==> config.mk <==
export PLATFORM = sky130hd
export DESIGN_NAME = pix_raster_framer
export DESIGN_NICKNAME = d
export VERILOG_FILES = /design/src/rtl/conv_pkg.sv /design/src/rtl/pix_skid_buf.sv /design/src/rtl/pix_raster_framer.sv
export SDC_FILE = /design/constraint.sdc
export NUM_CORES = 1
export LEC_CHECK = 0
export CAP_MARGIN = 20
export CORE_UTILIZATION = 48
export CTS_CLUSTER_SIZE = 20
export DETAILED_ROUTE_END_ITERATION = 8
export PLACE_DENSITY_LB_ADDON = 0.05
export SYNTH_ARGS = -nofsm -noshare
export SYNTH_HDL_FRONTEND = slang
export SYNTH_SLANG_ARGS = --single-unit
==> constraint.sdc <==
create_clock -name clk -period 2.9 [get_ports clk]
set_input_delay 0.435 -clock clk [delete_from_list [all_inputs] [get_ports clk]]
set_output_delay 0.435 -clock clk [all_outputs]
set_load 0.01 [all_outputs]
==> src/rtl/conv_pkg.sv <==
// Shared types and widths for the convolution engine pixel path.
package conv_pkg;

  localparam int unsigned CONV_LANES    = 4;
  localparam int unsigned CONV_PIX_BITS = 8;

  // Tagged beat as seen by the convolution datapath (default lane/pixel widths).
  typedef struct packed {
    logic [CONV_LANES*CONV_PIX_BITS-1:0] data;
    logic [CONV_LANES-1:0]               keep;
    logic                                lastx;
    logic                                lasty;
  } beat_tag_t;

  typedef enum logic {
    IDLE = 1'b0,
    RUN  = 1'b1
  } frame_state_t;

  // Payload width of a tagged beat for an arbitrary lane/pixel configuration.
  function automatic int unsigned tag_bits(input int unsigned lanes,
                                           input int unsigned pix_bits);
    return lanes * pix_bits + lanes + 2;
  endfunction

endpackage

==> src/rtl/pix_skid_buf.sv <==
// Two-entry valid/ready buffer with a registered not-full flag as input ready.
module pix_skid_buf #(
  parameter int unsigned WIDTH = 8
) (
  input  logic             i_clk,
  input  logic             i_rst_n,
  input  logic [WIDTH-1:0] i_data,
  input  logic             i_valid,
  output logic             o_rdy,
  output logic [WIDTH-1:0] o_data,
  output logic             o_valid,
  input  logic             i_rdy
);

  logic [WIDTH-1:0] r_mem [2];
  logic             r_wr_ptr;
  logic             r_rd_ptr;
  logic [1:0]       r_count;
  logic             r_in_rdy;

  logic             w_push;
  logic             w_pop;
  logic [1:0]       w_count_nxt;

  assign w_push      = i_valid & r_in_rdy;
  assign w_pop       = (r_count != 2'd0) & i_rdy;
  assign w_count_nxt = r_count + {1'b0, w_push} - {1'b0, w_pop};

  assign o_rdy   = r_in_rdy;
  assign o_valid = (r_count != 2'd0);
  assign o_data  = r_mem[r_rd_ptr];

  // Storage, pointers, occupancy and the registered ready derived from next occupancy.
  always_ff @(posedge i_clk or negedge i_rst_n) begin
    if (!i_rst_n) begin
      for (int unsigned i = 0; i < 2; i++) begin
        r_mem[i] <= '0;
      end
      r_wr_ptr <= 1'b0;
      r_rd_ptr <= 1'b0;
      r_count  <= 2'd0;
      r_in_rdy <= 1'b0;
    end else begin
      if (w_push) begin
        r_mem[r_wr_ptr] <= i_data;
        r_wr_ptr        <= ~r_wr_ptr;
      end
      if (w_pop) begin
        r_rd_ptr <= ~r_rd_ptr;
      end
      r_count  <= w_count_nxt;
      r_in_rdy <= (w_count_nxt != 2'd2);
    end
  end

endmodule

==> src/rtl/pix_raster_framer.sv <==
// Raster framer: tags multi-lane pixel beats with row/frame ends and lane keeps.
module pix_raster_framer
  import conv_pkg::*;
#(
  parameter int unsigned XMAX_BITS = 10,
  parameter int unsigned YMAX_BITS = 10,
  parameter int unsigned PIX_BITS  = CONV_PIX_BITS,
  parameter int unsigned LANES     = CONV_LANES
) (
  input  logic                      clk,
  input  logic                      rst,
  input  logic [XMAX_BITS-1:0]      img_width,
  input  logic [YMAX_BITS-1:0]      img_height,
  input  logic [LANES*PIX_BITS-1:0] pix_in_data,
  input  logic                      pix_in_valid,
  output logic                      pix_in_rdy,
  output logic [LANES*PIX_BITS-1:0] pix_out_data,
  output logic [LANES-1:0]          pix_out_keep,
  output logic                      pix_out_valid,
  input  logic                      pix_out_rdy,
  output logic                      pix_out_lastx,
  output logic                      pix_out_lasty,
  output logic                      busy,
  output logic                      done
);

  localparam int unsigned LOG2L = $clog2(LANES);
  localparam int unsigned DW    = LANES * PIX_BITS;
  localparam int unsigned KW    = XMAX_BITS + LOG2L + 1;
  localparam int unsigned TW    = tag_bits(LANES, PIX_BITS);

  typedef struct packed {
    logic [DW-1:0]    data;
    logic [LANES-1:0] keep;
    logic             lastx;
    logic             lasty;
  } beat_t;

  frame_state_t         r_state;
  logic [XMAX_BITS-1:0] r_w;
  logic [YMAX_BITS-1:0] r_h;
  logic [XMAX_BITS-1:0] r_col;
  logic [YMAX_BITS-1:0] r_row;
  logic [1:0]           r_frames;
  logic                 r_done;

  logic                 w_dims_ok;
  logic [XMAX_BITS-1:0] w_w;
  logic [YMAX_BITS-1:0] w_h;
  logic [XMAX_BITS-1:0] w_bpr_m1;
  logic                 w_lastx;
  logic                 w_lasty;
  logic [KW-1:0]        w_base;
  logic                 w_buf_rdy;
  logic                 w_hs;
  logic                 w_start;
  logic                 w_end_out;
  beat_t                w_in_beat;
  beat_t                w_out_beat;

  // In IDLE the live dimensions tag the first beat; they are latched on that handshake.
  assign w_dims_ok = (r_state == RUN) || ((img_width != '0) && (img_height != '0));
  assign w_w       = (r_state == IDLE) ? img_width  : r_w;
  assign w_h       = (r_state == IDLE) ? img_height : r_h;

  // ceil(W/LANES)-1 == floor((W-1)/LANES) for W >= 1.
  assign w_bpr_m1 = (w_w - XMAX_BITS'(1)) >> LOG2L;
  assign w_lastx  = (r_col == w_bpr_m1);
  assign w_lasty  = (r_row == (w_h - YMAX_BITS'(1)));
  assign w_base   = KW'(r_col) << LOG2L;

  assign pix_in_rdy = w_buf_rdy & w_dims_ok;
  assign w_hs       = pix_in_valid & pix_in_rdy;
  assign w_start    = w_hs & (r_state == IDLE);
  assign w_end_out  = pix_out_valid & pix_out_rdy & pix_out_lastx & pix_out_lasty;

  // Keep generation and zeroing of padding lanes on the last beat of a row.
  always_comb begin
    w_in_beat       = '0;
    w_in_beat.lastx = w_lastx;
    w_in_beat.lasty = w_lasty;
    for (int unsigned i = 0; i < LANES; i++) begin
      w_in_beat.keep[i] = !w_lastx || ((w_base + KW'(i)) < KW'(w_w));
      w_in_beat.data[i*PIX_BITS +: PIX_BITS] =
        w_in_beat.keep[i] ? pix_in_data[i*PIX_BITS +: PIX_BITS] : '0;
    end
  end

  // Input-side frame state, dimension latches and column/row counters.
  always_ff @(posedge clk or negedge rst) begin
    if (!rst) begin
      r_state <= IDLE;
      r_w     <= '0;
      r_h     <= '0;
      r_col   <= '0;
      r_row   <= '0;
    end else if (w_hs) begin
      if (r_state == IDLE) begin
        r_w     <= img_width;
        r_h     <= img_height;
        r_state <= RUN;
      end
      if (w_lastx) begin
        r_col <= '0;
        if (w_lasty) begin
          r_row   <= '0;
          r_state <= IDLE;
        end else begin
          r_row <= r_row + YMAX_BITS'(1);
        end
      end else begin
        r_col <= r_col + XMAX_BITS'(1);
      end
    end
  end

  // Frames in flight (input started, final beat not yet delivered) and the done pulse.
  always_ff @(posedge clk or negedge rst) begin
    if (!rst) begin
      r_frames <= 2'd0;
      r_done   <= 1'b0;
    end else begin
      r_frames <= r_frames + {1'b0, w_start} - {1'b0, w_end_out};
      r_done   <= w_end_out;
    end
  end

  assign busy = (r_frames != 2'd0);
  assign done = r_done;

  pix_skid_buf #(
    .WIDTH (TW)
  ) u_skid (
    .i_clk   (clk),
    .i_rst_n (rst),
    .i_data  (w_in_beat),
    .i_valid (pix_in_valid & w_dims_ok),
    .o_rdy   (w_buf_rdy),
    .o_data  (w_out_beat),
    .o_valid (pix_out_valid),
    .i_rdy   (pix_out_rdy)
  );

  assign pix_out_data  = w_out_beat.data;
  assign pix_out_keep  = w_out_beat.keep;
  assign pix_out_lastx = w_out_beat.lastx;
  assign pix_out_lasty = w_out_beat.lasty;

endmodule
==> results of run 1 <==
==> area by class of cell <==
type,instances,area share [%]
Sequential cell,125,34.7
Tap cell,176,2.44
Inverter,13,0.540
Timing Repair Buffer,157,16.3
Clock buffer,20,5.06
Multi-Input combinational cell,484,39.5
Clock inverter,12,1.52
==> path summary, 6_finish.rpt <==
check,from,to,depth (start not counted)
worst max-delay path,r_state,r_row[6],10
worst min-delay path,rst,u_skid.r_mem[16],1
worst max register to register,r_state,r_row[6],10
worst min register to register,u_skid.r_mem[40],u_skid.r_mem[40],1
max in group asynchronous,rst,u_skid.r_rd_ptr,2
min in group clk,u_skid.r_mem[40],u_skid.r_mem[40],1
==> Yosys cell counts (3+ instances only) <==
| cell | number |
|---|---|
| mux2_2 | 48 |
| mux2i_2 | 3 |
| nor4_1 | 4 |
| clkbuf_1 | 26 |
| or3_1 | 6 |
| mux2i_1 | 19 |
| dfrtp_1 | 125 |
| o31ai_1 | 6 |
| ha_1 | 16 |
| nor3_1 | 14 |
| nor2_1 | 14 |
| o211ai_1 | 4 |
| a21oi_1 | 9 |
| o21ai_1 | 25 |
| nand3_1 | 16 |
| a21o_1 | 14 |
| inv_1 | 13 |
| buf_4 | 5 |
| nand2b_1 | 4 |
| nor3b_1 | 3 |
| and3_1 | 4 |
| xor2_1 | 10 |
| xnor2_1 | 19 |
| a22o_1 | 32 |
| or2_2 | 6 |
| nand2_1 | 115 |
| a21oi_2 | 4 |
| a2bb2oi_2 | 7 |
| nand4_1 | 5 |
| o21ai_0 | 36 |
| nor2b_1 | 5 |
==> through the flow <==
step	power, mW	utilization (%)
global route	10.1	66.9
CTS	9.41	65.5
global placement	7.07	60.9
finish	9.49	66.9
detailed placement	7.20	60.9
floorplan	5.40	-
==> power by group through the flow <==
stage                     registers (mW)  logic, mW  clock network, mW
after CTS                           2.93       4.34               2.15
after floorplan                     2.75       2.65                  0
final                               2.95       4.44               2.10
after global routing                3.04       4.88               2.22
after detailed placement            2.94       4.26                  0
after global placement              2.91       4.17                  0
==> repair_timing <==
action,4_1_cts,5_1_grt
setup endpoints to repair,67,92
gates cloned,0,1
buffers inserted,0,4
resized for setup,7,31
pin swaps,1,7
hold buffers,0,0
==> metal layers <==
layer	global-route usage [%]	part of all wire (%)	vias up
li1	-	-	2646
met1	31.1	46	2686
met2	38.8	48	129
met3	4.91	3.7	26
met4	9.26	1.8	0
met5	0	0	-
==> kinds of logic (layout without fill, tap and decap cells) <==
logic type,count (synthesis),count (layout),share of synthesized area (%)
AOI/OAI and AO/OA,155,155,16.4
xor gates and xnor gates,29,29,3.76
adders and majority gates,16,16,2.96
buffers and inverters,51,202,3.78
DFF,125,125,46.3
muxes,70,70,11.4
and+or+nand+nor,213,214,15.3
==> layout by cell type, fill, tap and decap left out, drive strengths merged, types with 3 or more instances in the layout <==
cell,netlist,routed
xor2,10,10
and3,4,4
o21a,4,4
nor4,5,5
o211ai,5,5
nand4,5,5
clkinv,0,7
nand3,16,16
nor3,14,14
mux2,48,48
nor2b,5,5
nand2b,4,4
a22o,32,32
dfrtp,125,125
buf,12,61
o21ai,61,61
o31ai,6,6
clkbuf,26,20
clkdlybuf4s50,0,96
mux2i,22,22
nor4b,4,4
xnor2,19,19
ha,16,16
or3,6,6
a2bb2oi,8,8
inv,13,14
nand2,115,115
a21o,14,14
nor3b,3,3
or2,7,8
nor2,14,14
a21oi,13,13
==> registers in the layout, indices dropped and copies added, names as in the netlist <==
register / cells
u_skid.r_count: 2
r_state: 1
r_h: 10
r_w: 10
r_frames: 2
u_skid.r_rd_ptr: 1
done: 1
u_skid.r_wr_ptr: 1
u_skid.o_rdy: 1
u_skid.r_mem: 76
r_col: 10
r_row: 10
==> critical path: stages, from the launching register on <==
cell and delay (ns):
dfrtp_2 0.47, mux2i_2 0.27, ha_2 0.22, nor4b_4 0.24, o211ai_2 0.15, a211o_1 0.25, a221o_1 0.33, a2111oi_4 0.36
buf_6 0.22, a2bb2oi_2 0.16, o31ai_2 0.09
==> impl_metrics.json, run 1 <==
{
  "status": "complete, no violations",
  "start_util_pct": 50.0,
  "firstDrtPassIters": 4,
  "stdcell_area_sq_um": 9030,
  "vdd_drop_max_mv": 0.488,
  "yosys_warnings": 0,
  "synth-seq-cells": 125,
  "synth_cell_types": 60,
  "first_iter_violations": 378,
  "drc": 0,
  "crit_type": "reg2reg",
  "fillers": 1058,
  "p_clk_share_pct": 22.1,
  "synth_edf_count": 0,
  "fp.dieW_microns": 121,
  "cts_tree": "done",
  "drv_cap": 0,
  "end_kind": "flop",
  "rsz0062_at_grt": "true",
  "via_per_inst": 5.56,
  "setup_viol": 0,
  "cts_root_buffer": "clkbuf_16",
  "diodes": 0,
  "grt_pass1_wl_microns": 27000,
  "p_switching_mw": 3.31,
  "syn_inst": 659,
  "start_kind": "flop",
  "grt-ovfl-total": 0,
  "syn-num-nets": 731,
  "pre_cts_ws_ns": -0.432,
  "die-area_sq_um": 14500,
  "dp_hpwl_microns": 11300,
  "wl_microns": 16300,
  "yosysSeqAreaShare_pct": 46.3,
  "port_buffers": 97,
  "grt_usage_pct": 23.8,
  "fin_nets": 870,
  "holdWs_ns": 0.0609,
  "worst_pin_slew_ns": 0.767,
  "p_leak_nw": 4.02,
  "synthArstFlopShare_pct": 100,
  "tns_ns": 0,
  "p_sw_share_pct": 34.9,
  "max-slew-margin-rel_pct": 48.9,
  "clkTransAtPathRegs_ns": 0.06,
  "multiInputGateArea_sq_um": 3560,
  "finalHoldViolCount": 0,
  "wl_per_cell_microns": 16.5,
  "arrival_ns": 3.17,
  "internal_power_mw": 6.18,
  "drive_gt1_share_pct": 23.8,
  "synth_ff_type": "dfrtp_1",
  "finalNonFillerCells": 987,
  "pwr-share-comb_pct": 46.8,
  "register_area_sq_um": 3130,
  "areaGrowthSynthToFinish_pct": 33.8,
  "hold_path.class": "in2async",
  "io_pins": 98,
  "synth_top_area_share_pct": 46.3,
  "pwr-share-seq_pct": 31.1,
  "clockBufferDepth": 2,
  "syn_area_sq_um": 6750,
  "fmax_mhz": 347,
  "clock-skew-final_ns": 0.00768,
  "vias": 5487,
  "avgSynthCellArea_sq_um": 10.2,
  "first_global_vias": 5492,
  "numCtsBuffers": 17,
  "p_per_area_nw_per_um2": 1050,
  "clock_latency_ns": 0.42,
  "worstPathRequired_ns": 3.19,
  "ys_top_cells_by_area": "dfrtp_1 (46%), mux2_2 (8.0%), nand2_1 (6.4%)",
  "yosysTopAreaCell": "dfrtp_1",
  "placedCellCount": 950,
  "place_congestion": 0.805,
  "rows": 42,
  "antenna_left": 0,
  "timing.final.max_slew_violations": 0,
  "dpl_cell_area_sq_um": 8220,
  "antenna_found_initial": 0,
  "die_h_microns": 121,
  "cts.sinks": 125,
  "cp_max_fo": 9,
  "htree_levels": 4,
  "setup_ws_ns": 0.0184,
  "grt_max_degree": 56,
  "regToRegSetupSlack_ns": 0.02,
  "fin_crit_ns": 2.88,
  "coreArea_sq_um": 13500,
  "fin_crit_sh_pct": 99.4
}
Note: power is estimated with default switching activity, not from simulation.
==> run 2: changes to the inputs <==
--- a/config.mk
+++ b/config.mk
@@ -10,6 +10,7 @@
 export CTS_CLUSTER_SIZE = 20
 export DETAILED_ROUTE_END_ITERATION = 8
 export PLACE_DENSITY_LB_ADDON = 0.05
+export REMOVE_ABC_BUFFERS = 1
 export SYNTH_ARGS = -nofsm -noshare
 export SYNTH_HDL_FRONTEND = slang
 export SYNTH_SLANG_ARGS = --single-unit
==> run 2 against run 1 <==
The run now ends with negative setup slack left. Core utilization is 2.7 points higher. Power is 2.3% higher. Via count is 3.8% higher. Critical path type unchanged. Highest routed layer unchanged. Global-route usage is 0.47 points higher. Worst setup slack worse by 0.034 ns.
==> impl_metrics.json, run 2 (synthesis gave the netlist of run 1 again) <==
{
  "wl_microns": 18000,
  "via_per_inst": 5.69,
  "finalHoldViolCount": 0,
  "clock-skew-final_ns": 0.00697,
  "cts.sinks": 125,
  "coreArea_sq_um": 13500,
  "fin_nets": 884,
  "first_iter_violations": 384,
  "rsz0062_at_grt": "true",
  "cp_max_fo": 8,
  "stdcell_area_sq_um": 9400,
  "numCtsBuffers": 17,
  "io_pins": 98,
  "arrival_ns": 3.22,
  "crit_type": "reg2reg",
  "cts_tree": "done",
  "htree_levels": 4,
  "holdWs_ns": 0.107,
  "clockBufferDepth": 2,
  "vdd_drop_max_mv": 0.504,
  "die_h_microns": 121,
  "place_congestion": 0.828,
  "antenna_left": 0,
  "total_power_mw": 9.71,
  "clkTransAtPathRegs_ns": 0.06,
  "regMostFlops": "u_skid.r_mem",
  "wl_per_cell_microns": 18.0,
  "hold_path.class": "in2async",
  "drc": 0,
  "p_per_area_nw_per_um2": 1030,
  "port_buffers": 97,
  "p_leak_nw": 4.21,
  "final_cell_mix": "dfrtp_1 (123), nand2_1 (114), clkdlybuf4s50_1 (96)",
  "first_global_vias": 5550,
  "die-area_sq_um": 14500,
  "max-slew-margin-rel_pct": 44.0,
  "fin_crit_ns": 2.92,
  "start_kind": "flop",
  "grt_usage_pct": 24.3,
  "largest_register_ffs": 76,
  "diodes": 0,
  "setup_ws_ns": -0.0159,
  "worstPathRequired_ns": 3.20,
  "status": "finished with violations",
  "grt-ovfl-total": 0,
  "final_common_cell": "dfrtp_1",
  "timing.final.max_slew_violations": 0,
  "wl_met1_microns": 7860,
  "end_kind": "flop",
  "dpl_cell_area_sq_um": 8240,
  "route.top_layer_used": "met4",
  "grt_max_degree": 63,
  "firstDrtPassIters": 5,
  "fillers": 996,
  "rows": 42,
  "antenna_found_initial": 0,
  "areaGrowthSynthToFinish_pct": 39.2,
  "route.met3.wl_microns": 868,
  "cts_root_buffer": "clkbuf_16",
  "setup_viol": 4,
  "dp_hpwl_microns": 11700,
  "clock_latency_ns": 0.42,
  "fin_crit_sh_pct": 101,
  "drv_cap": 0,
  "violations": "negative setup slack",
  "vias": 5695,
  "drive_gt1_share_pct": 28.8,
  "fp.dieW_microns": 121,
  "grt_pass1_wl_microns": 27500,
  "met2_wirelength_microns": 9140,
  "start_util_pct": 50.0,
  "worst_pin_slew_ns": 0.840,
  "fmax_mhz": 343
}
[run 2: path summary, 6_finish.rpt]
check | from | end | slack (ns) | cells after the start
min in group clk | u_skid.r_mem[1] | u_skid.r_mem[1] | 0.47 | 2
max in group asynchronous | rst | u_skid.r_mem[20] | 1.99 | 2
worst max register to register | r_state | u_skid.r_mem[6] | -0.02 | 11
worst max-delay path | r_state | u_skid.r_mem[6] | -0.02 | 11
worst min-delay path | rst | u_skid.r_mem[8] | 0.11 | 1
worst min register to register | u_skid.r_mem[1] | u_skid.r_mem[1] | 0.47 | 2
[run 2: routing by layer]
| metal | vias to the layer above | GRT usage (%) |
|---|---|---|
| li1 | 2683 | - |
| met1 | 2849 | 31.8 |
| met2 | 153 | 40.0 |
| met3 | 10 | 5.61 |
| met4 | 0 | 7.18 |
| met5 | - | 0 |
[run 2: timing repair]
item	4_1_cts	5_1_grt
gates resized for setup	11	81
cloned	0	10
pin swaps	0	46
hold buffers	0	0
setup endpoints to repair	89	81
buffers inserted	0	11
[run 2: layout make-up]
cell class                      count  area (sq um)  area share (%)
Multi-Input combinational cell    485          3680            39.2
Sequential cell                   125          3130            33.3
Timing Repair Buffer              170          1740            18.5
Clock buffer                       17           425            4.52
Tap cell                          176           220            2.34
Clock inverter                     15           149            1.58
Inverter                           13          48.8           0.519
[run 2: power by group]
part	total (mW)	internal, mW	switching, mW
Sequential	2.96	2.42	0.538
Clock	2.08	1.26	0.820
Combinational	4.67	2.54	2.13
Total	9.71	6.22	3.49
[run 2: critical path, cell delays in order, from the launching register on]
cell	delay (ns)
dfrtp_2	0.47
buf_12	0.17
buf_4	0.13
mux2i_2	0.15
or4b_2	0.67
mux2i_2	0.19
o21a_1	0.17
and4_4	0.28
buf_12	0.13
buf_12	0.12
a21oi_4	0.08
a22o_1	0.23
[run 2: stage by stage]
step | setup slack, ns | utilization (%) | setup TNS (ns) | instances
floorplan | -1.44 | - | -104.04 | 621
global placement | -0.301 | 61.0 | -18.89 | 948
detailed placement | -0.381 | 61.0 | -25.99 | 948
CTS | 0.0182 | 65.7 | 0 | 980
global route | -0.0905 | 69.6 | -3.81 | 1001
finish | -0.0159 | 69.6 | -0.0284 | 1001
==> variant (config.mk and constraints of run 2) <==
Reset style: synchronous (`i_rst_n` and `rst`), changed in 3 clocked blocks.
--- a/src/rtl/pix_skid_buf.sv
+++ b/src/rtl/pix_skid_buf.sv
@@ -33,3 +33,3 @@
   // Storage, pointers, occupancy and the registered ready derived from next occupancy.
-  always_ff @(posedge i_clk or negedge i_rst_n) begin
+  always_ff @(posedge i_clk) begin
     if (!i_rst_n) begin
--- a/src/rtl/pix_raster_framer.sv
+++ b/src/rtl/pix_raster_framer.sv
@@ -89,3 +89,3 @@
   // Input-side frame state, dimension latches and column/row counters.
-  always_ff @(posedge clk or negedge rst) begin
+  always_ff @(posedge clk) begin
     if (!rst) begin
@@ -117,3 +117,3 @@
   // Frames in flight (input started, final beat not yet delivered) and the done pulse.
-  always_ff @(posedge clk or negedge rst) begin
+  always_ff @(posedge clk) begin
     if (!rst) begin
Check against the original RTL: differs if rst is asserted again (counterexample within 4 cycles, from zero or initial values and one cycle with rst low); with rst held inactive, the same outputs for 4 cycles.
==> variant against run 2 <==
- sequential cell count grew 1
- sequential share of layout area rose by 2.9 points
- design area fell by 3.4%
- wire length down 20%
- area after synthesis shrank 3.3%
- worst hold slack improved by 0.36 ns
- setup slack improved by 0.034 ns
- clock skew is 0.0015 ns lower
- critical path depth unchanged
- highest routed layer unchanged
- global-route usage decreased by 3.7 points
Power is not compared: it rests on default switching activity, and its combinational part moved more than twofold at a synthesized area within 25%.
==> variant: results (changes against run 2) <==
Outcome:
- The flow ran to the end, and the final reports show no timing, DRC or antenna violations.

GRT:
- The global-route wire length before repair is 22650 um (-18%).
- The maximum number of pins on one net before global-route repair is 39 (-38%).
- The global router's overall resource usage is 20.58% (-3.7 points).
- The number of global-route vias before repair is 4788 (-14%).

Critical path:
- The critical path ends at u_skid.r_mem[1][34]$_SDFFCE_PN0P_.
- The critical path starts at r_state$_SDFFE_PN0P_.
- The master of the slowest instance on the critical path is or4_4.
- The longest individual stage delay on the worst path was 0.62 ns (-0.05 ns).
- The data arrival time of the critical path is 3.05 ns (-0.17 ns).
- The startpoint identified for the worst register-to-register timing path is r_state$_SDFFE_PN0P_.
- The highest net fanout along the worst path is 10 (+2).

Route:
- The wire length the detailed router placed on met1 is 6396 um (-19%).
- In this run the top signal layer used is met4.
- The detailed-route vias per instance came to 5.138 (-9.7%).
- The initial DRC count is 247 (-36%).
- The routed wire length on met2 was 7077 um (-23%).
- The wire length per cell after detailed routing is 15.58 um (-13%).
- The iteration count of the initial detailed-routing pass came to 4 (-1).
- The routed wire length came to 14410 um (-20%).
- The met3 routed wirelength was 602 um (-31%).

Yosys:
- The xor/xnor cell area share of the yosys netlist is 6.418% (+2.7 points).
- The share of synthesized registers carrying an async set or reset is 0% (-100 points).
- The multiplexer fraction of the synthesized cell area came to 10.42% (-1.0 points).
- The compound-cell area share of the yosys netlist is 6.897% (-9.5 points).
- The gate count of the mapped netlist came to 580 (-12%).
- The synthesized-area fraction occupied by adder cells was 3.065% (+0.10 points).
- The commonest cells after synthesis are 76 x edfxtp_1, 72 x and2_1, 50 x dfxtp_1, 41 x nand2_1.
- The count of flip-flops with a built-in enable after synthesis is 76 (+76).
- The post-synthesis sequential element count came to 126 (+0.80%).
- The sequential-to-total area share from yosys stat came to 50.27% (+4.0 points).

Final layout:
- The portion of the layout cell area used by non-clock buffers is 17.11% (-1.4 points).
- The inverter count came to 14 (+1).
- The layout buffer count excluding clock buffers is 159 (-6.5%).
- The total number of nets in the final design was 809 (-8.5%).
- The fill cell instance count of the final layout is 1063 (+6.7%).
- The relative area of clock buffers and inverters in the final design is 5.856% (-0.25 points).
- The ratio of cells with drive above 1 in the final layout was 25.77% (-3.1 points).
- The proportion of cell area occupied by registers is 36.21% (+2.9 points).
- The final-layout clock buffer total is 19 (+2).
- The final design utilization was 68.58% (-1.0 points).
- More flip-flops sit in one register than any other, and that register is u_skid.r_mem.

Placed design:
- The HPWL after detailed placement is 9833 um (-16%).
- The routability congestion estimate came to 0.8598 (+3.9%).
- The placed instance area was 8122 um^2 (-1.4%).
- The worst setup slack after placement was -0.5500 ns (-0.1689 ns).
- The post-placement cell count is 887 (-6.4%).

Timing:
- The final clock skew is 0.005447 ns (-0.001518 ns).
- The time the worst path needs with I/O delays and setup is 2.882 ns (-0.03436 ns).
- The transition at the pin with the smallest max-transition slack is 0.5245 ns (-0.3150 ns).
- The worst-case hold slack came to 0.4688 ns (+0.3619 ns).

Min path:
- The path class of the lowest-slack min-delay path is flip-flop to flip-flop.

Die:
- The area inside the core boundary is 13240 um^2 (-1.9%).
## variant: kinds of logic (layout without fill, tap and decap cells)
logic type               Yosys count  count (layout)
XOR/XNOR                          47              47
buffers and inverters             35             204
adder cells (fa/ha/maj)           16              16
AO/OA/AOI/OAI                     61              61
multiplexers                      60              60
AND/OR/NAND/NOR                  235             235
flip-flops                       126             126
## variant: per-layer routing
| layer | up-vias | track usage (%) |
|---|---|---|
| li1 | 2377 | - |
| met1 | 2242 | 25.75 |
| met2 | 102 | 34.21 |
| met3 | 32 | 4.633 |
| met4 | 0 | 8.544 |
| met5 | - | 0 |
## variant: critical path, delay by kind of cell, from the launching register on
kind | cells | cell delay, ns
AOI/OAI and AO/OA | 2 | 0.32
DFF | 1 | 0.37
buffers and inverters | 3 | 0.43
muxes | 1 | 0.34
and+or+nand+nor | 5 | 1.17
## variant: report_power, final
part,switching [W],total (W),internal (W)
registers,0.000116,0.00227,0.00215
clock network,0.000752,0.00191,0.00116
logic,0.000904,0.00200,0.00109
